$ cat src/rtl/vend_fsm.sv
// vend_fsm: two-beverage vending controller.
// Coin values are accumulated into a saturating 16-bit credit register.
// A beverage is dispensed when the button is pressed and the credit covers its price.
// Any leftover credit below the cheapest price is returned through the change hopper.
// Optional feature macro: REFUND_BUTTON_EN. When it is defined, button 2'b10 returns
// the full credit as change.
module vend_fsm #(
  parameter int PRICE_A      = 30,
  parameter int PRICE_B      = 50,
  parameter int BEV_DELAY    = 1,
  parameter int CHANGE_DELAY = 2
) (
  input  logic        clk,
  input  logic        rst,
  input  logic [15:0] coin_in,
  input  logic [1:0]  button_in,
  output logic [15:0] change_out,
  output logic [1:0]  beverage_out
);

  typedef enum logic [1:0] {
    IDLE     = 2'b00,
    DISPENSE = 2'b01,
    CHANGE   = 2'b10
  } state_t;

  localparam int          MIN_PRICE   = (PRICE_A < PRICE_B) ? PRICE_A : PRICE_B;
  localparam logic [15:0] PRICE_A_V   = 16'(PRICE_A);
  localparam logic [15:0] PRICE_B_V   = 16'(PRICE_B);
  localparam logic [15:0] MIN_PRICE_V = 16'(MIN_PRICE);
  localparam logic [15:0] BEV_LAST    = 16'(BEV_DELAY - 1);
  localparam logic [15:0] CHANGE_LAST = 16'(CHANGE_DELAY - 1);

  localparam logic [1:0] BTN_A      = 2'b01;
  localparam logic [1:0] BTN_B      = 2'b11;
  localparam logic [1:0] BTN_REFUND = 2'b10;
  localparam logic [1:0] BEV_NONE   = 2'b00;

  state_t      state_r;
  logic [15:0] credit;
  logic [15:0] cnt_r;

  // Adds two credit values, clamping at the top of the 16-bit range.
  function automatic logic [15:0] sat_add(input logic [15:0] a, input logic [15:0] b);
    logic [16:0] sum;
    sum = {1'b0, a} + {1'b0, b};
    return sum[16] ? 16'hFFFF : sum[15:0];
  endfunction

  // Vending FSM: credit bookkeeping, dispense timing and change return.
  always_ff @(posedge clk) begin
    if (rst) begin
      state_r      <= IDLE;
      credit       <= 16'd0;
      cnt_r        <= 16'd0;
      change_out   <= 16'd0;
      beverage_out <= BEV_NONE;
    end else begin
      case (state_r)
        IDLE: begin
          // The price check uses the credit from before this cycle's coin.
          if (button_in == BTN_A && credit >= PRICE_A_V) begin
            credit       <= sat_add(credit - PRICE_A_V, coin_in);
            beverage_out <= BTN_A;
            cnt_r        <= 16'd0;
            state_r      <= DISPENSE;
          end else if (button_in == BTN_B && credit >= PRICE_B_V) begin
            credit       <= sat_add(credit - PRICE_B_V, coin_in);
            beverage_out <= BTN_B;
            cnt_r        <= 16'd0;
            state_r      <= DISPENSE;
`ifdef REFUND_BUTTON_EN
          end else if (button_in == BTN_REFUND && credit != 16'd0) begin
            // A coin arriving in the same cycle is refunded together with the credit.
            credit     <= sat_add(credit, coin_in);
            change_out <= sat_add(credit, coin_in);
            cnt_r      <= 16'd0;
            state_r    <= CHANGE;
`endif
          end else begin
            credit <= sat_add(credit, coin_in);
          end
        end
        DISPENSE: begin
          // Coins arriving during dispense are not credited.
          if (cnt_r == BEV_LAST) begin
            beverage_out <= BEV_NONE;
            cnt_r        <= 16'd0;
            if (credit < MIN_PRICE_V && credit != 16'd0) begin
              change_out <= credit;
              state_r    <= CHANGE;
            end else begin
              state_r <= IDLE;
            end
          end else begin
            cnt_r <= cnt_r + 16'd1;
          end
        end
        CHANGE: begin
          if (cnt_r == CHANGE_LAST) begin
            credit     <= 16'd0;
            change_out <= 16'd0;
            cnt_r      <= 16'd0;
            state_r    <= IDLE;
          end else begin
            cnt_r <= cnt_r + 16'd1;
          end
        end
        default: begin
          state_r      <= IDLE;
          credit       <= 16'd0;
          cnt_r        <= 16'd0;
          change_out   <= 16'd0;
          beverage_out <= BEV_NONE;
        end
      endcase
    end
  end

endmodule

$ cat config.mk
export PLATFORM = sky130hd
export DESIGN_NAME = vend_fsm
export DESIGN_NICKNAME = d
export VERILOG_FILES = /design/src/rtl/vend_fsm.sv
export SDC_FILE = /design/constraint.sdc
export NUM_CORES = 1
export LEC_CHECK = 0
export CELL_PAD_IN_SITES_DETAIL_PLACEMENT = 1
export CELL_PAD_IN_SITES_GLOBAL_PLACEMENT = 1
export CORE_MARGIN = 2
export CORE_UTILIZATION = 48
export DETAILED_ROUTE_END_ITERATION = 10
export PLACE_DENSITY = 0.94
export REMOVE_ABC_BUFFERS = 1
export SYNTH_ARGS = -nofsm -noshare
export SYNTH_HDL_FRONTEND = slang
export SYNTH_SLANG_ARGS = --single-unit
$ cat constraint.sdc
create_clock -name clk -period 5.6 [get_ports clk]
set_input_delay 0.56 -clock clk [delete_from_list [all_inputs] [get_ports clk]]
set_output_delay 0.56 -clock clk [all_outputs]
set_load 0.02 [all_outputs]
# Word-level counts from Yosys, hierarchy flattened
# Index checks and enable logic that the tools add are counted.
dict set report totals {
  register_bits 52
  latchBits 0
  ram_bits 0
  romBits 0
  input_bits 20
  output_inout_bits 18
  mem_count 0
}
dict set report op_classes {
  add_sub_neg 6
  n_mul 0
  div_mod_pow 0
  order_cmp 3
  n_eq_ne 9
  shift 0
  mux 25
  bitwise_logic 3
  n_reduce_logical 10
}
# cell n
set op_table {}
lappend op_table {{2-to-1 mux 16 bit} 12}
lappend op_table {{case mux 16 bit (3 select lines)} 3}
lappend op_table {{adder 16 x 16 -> 17 bit} 3}
lappend op_table {{adder 16 x 1 -> 16 bit (second input constant)} 1}
lappend op_table {{equality test 16 x 1 -> 1 bit (second input constant)} 1}
lappend op_table {{greater-or-equal comparator 16 x 5 -> 1 bit (second input constant)} 1}
lappend op_table {{greater-or-equal comparator 16 x 6 -> 1 bit (second input constant)} 1}
lappend op_table {{logical NOT 16 bit} 1}
lappend op_table {{< comparator 16 x 5 -> 1 bit (second input constant)} 1}
lappend op_table {{2-to-1 mux 2 bit} 8}
lappend op_table {{nonzero test 16 bit} 1}
lappend op_table {{subtractor 16 x 5 -> 16 bit (second input constant)} 1}
lappend op_table {{subtractor 16 x 6 -> 16 bit (second input constant)} 1}
lappend op_table {{case mux 2 bit (3 select lines)} 2}
lappend op_table {{!= test 2 bit (second input constant)} 3}
lappend op_table {{AND reduction 3 bit} 2}
lappend op_table {{equality test 2 x 1 -> 1 bit (second input constant)} 2}
lappend op_table {{equality test 2 bit (second input constant)} 2}
lappend op_table {{AND reduction 4 bit} 1}
lappend op_table {{logical AND 1 bit} 3}
lappend op_table {{!= test 3 bit (second input constant)} 1}
lappend op_table {{NOT 1 bit} 3}
lappend op_table {{logical NOT 2 bit} 1}
lappend op_table {{AND reduction 2 bit} 1}

# Logic depth before layout (Yosys ltp)
dict set report logic_depth {
  ltp_word 6
  mapped_depth 17
  depth_no_buf 15
}

# Least setup slack after synthesis
# OpenSTA, ideal clock, no wires.
dict set report synth_path {
  kind {flip-flop to flip-flop}
  startpoint {register credit[1]}
  endpoint {register credit[13]}
  t_arrival_ns 3.316
  t_required_ns 5.483
  slack_ns 2.166
  stages_incl_launch_ff 16
  path_buffers 1
  period_less_slack_ns 3.434
  cell_sequence {dfxtp_1 ha_1 nand3_1 nor3b_1 nand2_1 xnor2_1 ha_1 a211o_1 a31oi_1 a21oi_1 nor3_1 o21a_1 buf_4 nor4b_2 a41oi_1 a32o_1}
}
dict set report synth_via {
  elab_chain_len 6
}
# element line
set synth_lines {}
lappend synth_lines {{from (decl)} 40} ;# logic [15:0] credit;
lappend synth_lines {{from (signal assigned)} 63} ;# credit <= sat_add(credit - PRICE_A_V, coin_in);
lappend synth_lines {{from (signal assigned)} 68} ;# credit <= sat_add(credit - PRICE_B_V, coin_in);
lappend synth_lines {{from (signal assigned)} 81} ;# credit <= sat_add(credit, coin_in);
lappend synth_lines {{subtractor 16 x 6 -> 16 bit} 68}
lappend synth_lines {{adder 16 x 16 -> 17 bit} 46} ;# sum = {1'b0, a} + {1'b0, b};
lappend synth_lines {{2-to-1 mux 16 bit} 47} ;# return sum[16] ? 16'hFFFF : sum[15:0];
lappend synth_lines {{2-to-1 mux 16 bit} 67} ;# end else if (button_in == BTN_B && credit >= PRICE_B_V) begin
lappend synth_lines {{2-to-1 mux 16 bit (*)} 62} ;# if (button_in == BTN_A && credit >= PRICE_A_V) begin
lappend synth_lines {{case mux 16 bit (3 select lines) (*)} 59} ;# case (state_r)
# Mark *: on every way between the ends. The rest lies on a longest branch, timed or not.
# A chain may end at the register's enable or synchronous reset.

# Worst setup path in the final report
# Ends and elaborated chain as after synthesis.

==> impl_summary.md <==
STA
For the pin with the worst max-slew slack, the measured transition is 908 ps. Based on the critical path, the design can be clocked at up to between 0.2 and 0.25 GHz. Setup violations remaining at the end of the flow were counted as 0. Setup repair after global routing left no endpoint under its margin.

The setup TNS is 0 ps. The hold violation count in the final report is 0. Of the available clock period, the critical path in the final layout requires 0.795. The worst clock skew on the final layout is 15.2 ps. The count of final max-slew check failures was 0. The relative slew slack is 0.389. The final critical-path required period is 4450 ps.

Logic synthesis
The gate count of the mapped netlist is 634. Summed over all instances, the cell type with the most area after synthesis is sky130_fd_sc_hd__dfxtp_1. After synthesis the netlist holds a flip-flop and latch count of 52. The number of enable-type register cells in the synthesized netlist is 0. Yosys instantiated no cell more often than sky130_fd_sc_hd__nor2_1. After synthesis, the cell types taking the most area are sky130_fd_sc_hd__dfxtp_1 (21%), sky130_fd_sc_hd__ha_1 (13%), sky130_fd_sc_hd__xnor2_1 (7.8%). The share of the synthesized area in compound gates (AO/OA/AOI/OAI) is 0.244.

The number of distinct library cell variants in the gate-level netlist after synthesis is 69. The simple-gate area share of the yosys netlist is 0.236. After synthesis, the mean cell area works out to slightly below 8 µm². By count the netlist is led by sky130_fd_sc_hd__nor2_1 (66), sky130_fd_sc_hd__nand2_1 (61), sky130_fd_sc_hd__ha_1 (53), sky130_fd_sc_hd__dfxtp_1 (52), sky130_fd_sc_hd__a21oi_1 (50).

The warning count from the yosys run is 0. For this run, the register share of the synthesized area comes to 0.210. The post-synthesis share of cell area spent on full adders, half adders and majority gates is 0.142. The XOR/XNOR share of the synthesized area is 0.127. Summing every instance area after synthesis gives roughly 0.0050 mm².

The share of synthesized area in the top cell type comes to 0.210. The multiplexer area fraction after synthesis is 0.00403. The share of async-settable or async-resettable flops after synthesis is 0.

The largest family of logic cells by synthesized area is compound AO/OA/AOI/OAI gates. The flip-flop cell with the highest count after synthesis is sky130_fd_sc_hd__dfxtp_1.

Setup path
The worst setup path is captured at a flop. Walking the worst path, the cells encountered are ha_1 > nand3_1 > nor3b_1 > nand2_1 > xnor2_1 > ha_1 > a211o_1 > a31oi_1 > a21oi_1 > nor3_1 > o21a_1 > nor4b_2 > a41oi_1 > a32o_1. The most critical setup path has its endpoint at credit[13]. The kind of critical path is flop to flop. The required time at the worst-slack endpoint is 5820 ps. In this run the critical register-to-register path is launched from credit[1].

The worst reg2reg path depth is 14. STA puts the critical path data arrival time at 4680 ps. For this run, the slowest stage of the critical path takes between 600 and 700 ps. In this run the worst setup path begins at credit[1].

The capture point of the worst reg-to-reg path is credit[13]. The worst setup path is launched from a flop. The reg-to-reg setup timing slack is between 1000 and 1500 ps. Of all nets on the critical path, the largest fanout is 10.

The cell with the largest stage delay on the worst path is sky130_fd_sc_hd__nor3b_1. The most prevalent standard cell on the critical path is sky130_fd_sc_hd__ha_1.

GRT
Entering global routing, the biggest net connects 19 pins. The total overflow left after global routing is 0. The wire length of the first global-routing pass is 26000 µm. The initial antenna violation count is 0. For this run, the total global-route usage over all layers was measured as 0.290. The number of global-route vias before repair is roughly 5300.

Placement
The routability congestion estimate is 0.931. Buffers placed on the I/O ports in this run total 37. The number of placed instances, taps included, is 787.

Summed over all nets, the half-perimeter wirelength after detailed placement is ~13000 µm.

Floorplanning
The number of cell rows is 37. The chip width is 106 µm. For this configuration, the core starts out at a cell density of 0.488.

Pin placement for this block handled 38 I/O pins. The region available for standard cell placement spans 0.0102 mm². The die covers 0.0112 mm². The vertical die dimension is 106 µm.

Final layout
Fill cells in the final layout number about 1300. The post-layout net count is around 730. The share of final-layout standard cells stronger than drive strength 1 is 0.0425. The area growth from synthesis to layout is 10.8%. The number of antenna diodes in the final layout is 0.

The finished layout holds 795 standard cells, fillers aside. The register area is 0.00104 mm². The multi-input combinational cells in the finished layout cover a total of roughly 0.0037 mm².

Drt
The count of TritonRoute iterations in the first routing pass is 5. After detailed routing, the number of vias per cell comes to 6.24. The antenna violation net count after detailed routing is 0. The routed wirelength normalized by instance count is 20.3 µm. Detailed routing inserted a total of 4961 vias. The DRC violations left is 0.

The total length of routed wires is 16100 µm. The first-iteration detailed-routing DRC count is between 200 and 300.

CTS
The clock slew at the register clock pins of the worst setup and hold paths is 120 ps. The root buffer selected by CTS is sky130_fd_sc_hd__clkbuf_8. The number of gates resized after cts is 0. The later pin in the worst-skew pair is clocked with a latency of roughly 320 ps. The total CTS buffers is 5. Buffers inserted to repair hold after CTS numbered 0. For this design, the sink count on the clock tree is 52. In this run the number of H-tree levels came out at 2.

TritonCTS built the clock tree. The total setup buffers inserted after CTS is 0. The clock passes through at most 2 buffers.

Pwr
The leakage power of the design is ~2.2 nW. The power per cell area is 620 mW/mm². VDD sags by at most 0.221 mV.

Min path
The path class of the tightest hold or removal check is flop to flop.

Run
The number of violations of the max-capacitance limit is 0.

Status
The run finished with clean final reports.
==> flip-flops by register name, summed over array words and instances, names as in the netlist <==
name          cells
beverage_out      2
state_r           2
change_out       16
credit           16
cnt_r            16
==> worst max-delay path: cells and delay by family (launching register included) <==
kind,cells,cell delay [ps]
compound gates,6,1550
xor+xnor,1,170
fa+ha+maj,2,670
flops,1,450
simple gates,5,1520
==> report_power, final <==
part           internal [mW]  switching (mW)  total [mW]
Clock                 0.0915           0.148       0.239
Sequential             0.425           0.131       0.555
Combinational           1.05            1.57        2.62
Total                   1.56            1.85        3.41
==> how the worst min path moves through the flow <==
stage,startpoint,endpoint,slack (ps),cells past startpoint
detailed placement,change_out[7],change_out[7],450,1
global route,change_out[6],change_out[6],490,1
finish,change_out[7],change_out[7],480,1
floorplan,state_r[0],state_r[0],480,2
CTS,change_out[7],change_out[7],480,1
global placement,change_out[12],change_out[12],440,1
==> metal layers <==
metal | track usage | part of all wire
met2 | 0.518 | 0.50
met5 | 0 | 0
met4 | 0.122 | 0.036
met1 | 0.348 | 0.42
met3 | 0.0371 | 0.050
==> cells by family after synthesis <==
family | count (synthesis)
muxes | 2
adders and majority gates | 55
AOI/OAI and AO/OA | 178
xor gates and xnor gates | 72
and+or+nand+nor | 233
buffers and inverters | 42
DFF | 52
==> placed cells by master, fill, tap and decap left out, types with 6 or more instances in the layout <==
cell type                         instances
sky130_fd_sc_hd__a211oi_1                 8
sky130_fd_sc_hd__xor2_1                  28
sky130_fd_sc_hd__nor2b_1                  9
sky130_fd_sc_hd__nand2b_1                10
sky130_fd_sc_hd__nand2_1                 61
sky130_fd_sc_hd__nand3_1                 15
sky130_fd_sc_hd__ha_1                    53
sky130_fd_sc_hd__inv_1                   19
sky130_fd_sc_hd__nor4_1                   6
sky130_fd_sc_hd__a21o_1                  14
sky130_fd_sc_hd__o21a_1                   9
sky130_fd_sc_hd__o21ai_0                 24
sky130_fd_sc_hd__nor3_1                  13
sky130_fd_sc_hd__and2_1                  15
sky130_fd_sc_hd__clkdlybuf4s50_1         37
sky130_fd_sc_hd__nand4_1                  9
sky130_fd_sc_hd__dfxtp_1                 52
sky130_fd_sc_hd__o21ai_1                 15
sky130_fd_sc_hd__a21oi_1                 50
sky130_fd_sc_hd__xnor2_1                 44
sky130_fd_sc_hd__o22ai_1                  7
sky130_fd_sc_hd__a221oi_2                 7
sky130_fd_sc_hd__nor2_1                  66
==> stage by stage <==
step	power, mW	hold WS [ps]	setup WS, ps	util	instance area [µm²]
2_1_floorplan	2.45	484	1810	-	4860
3_3_place_gp	2.93	442	1380	0.531	5410
3_5_place_dp	3.09	450	1330	0.531	5410
4_1_cts	3.36	480	1230	0.541	5510
5_1_grt	3.66	488	880	0.541	5510
6_report	3.41	477	1150	0.541	5510
==> cell type report <==
cell class              count  share of cell area
well taps                 136              0.0309
multi-input cells         540               0.679
clock inverters             3             0.00477
inverters                  20              0.0136
repair buffers             39              0.0700
flip-flops and latches     52               0.189
clock buffers               5              0.0125
Note: power is estimated with default switching activity, not from simulation.
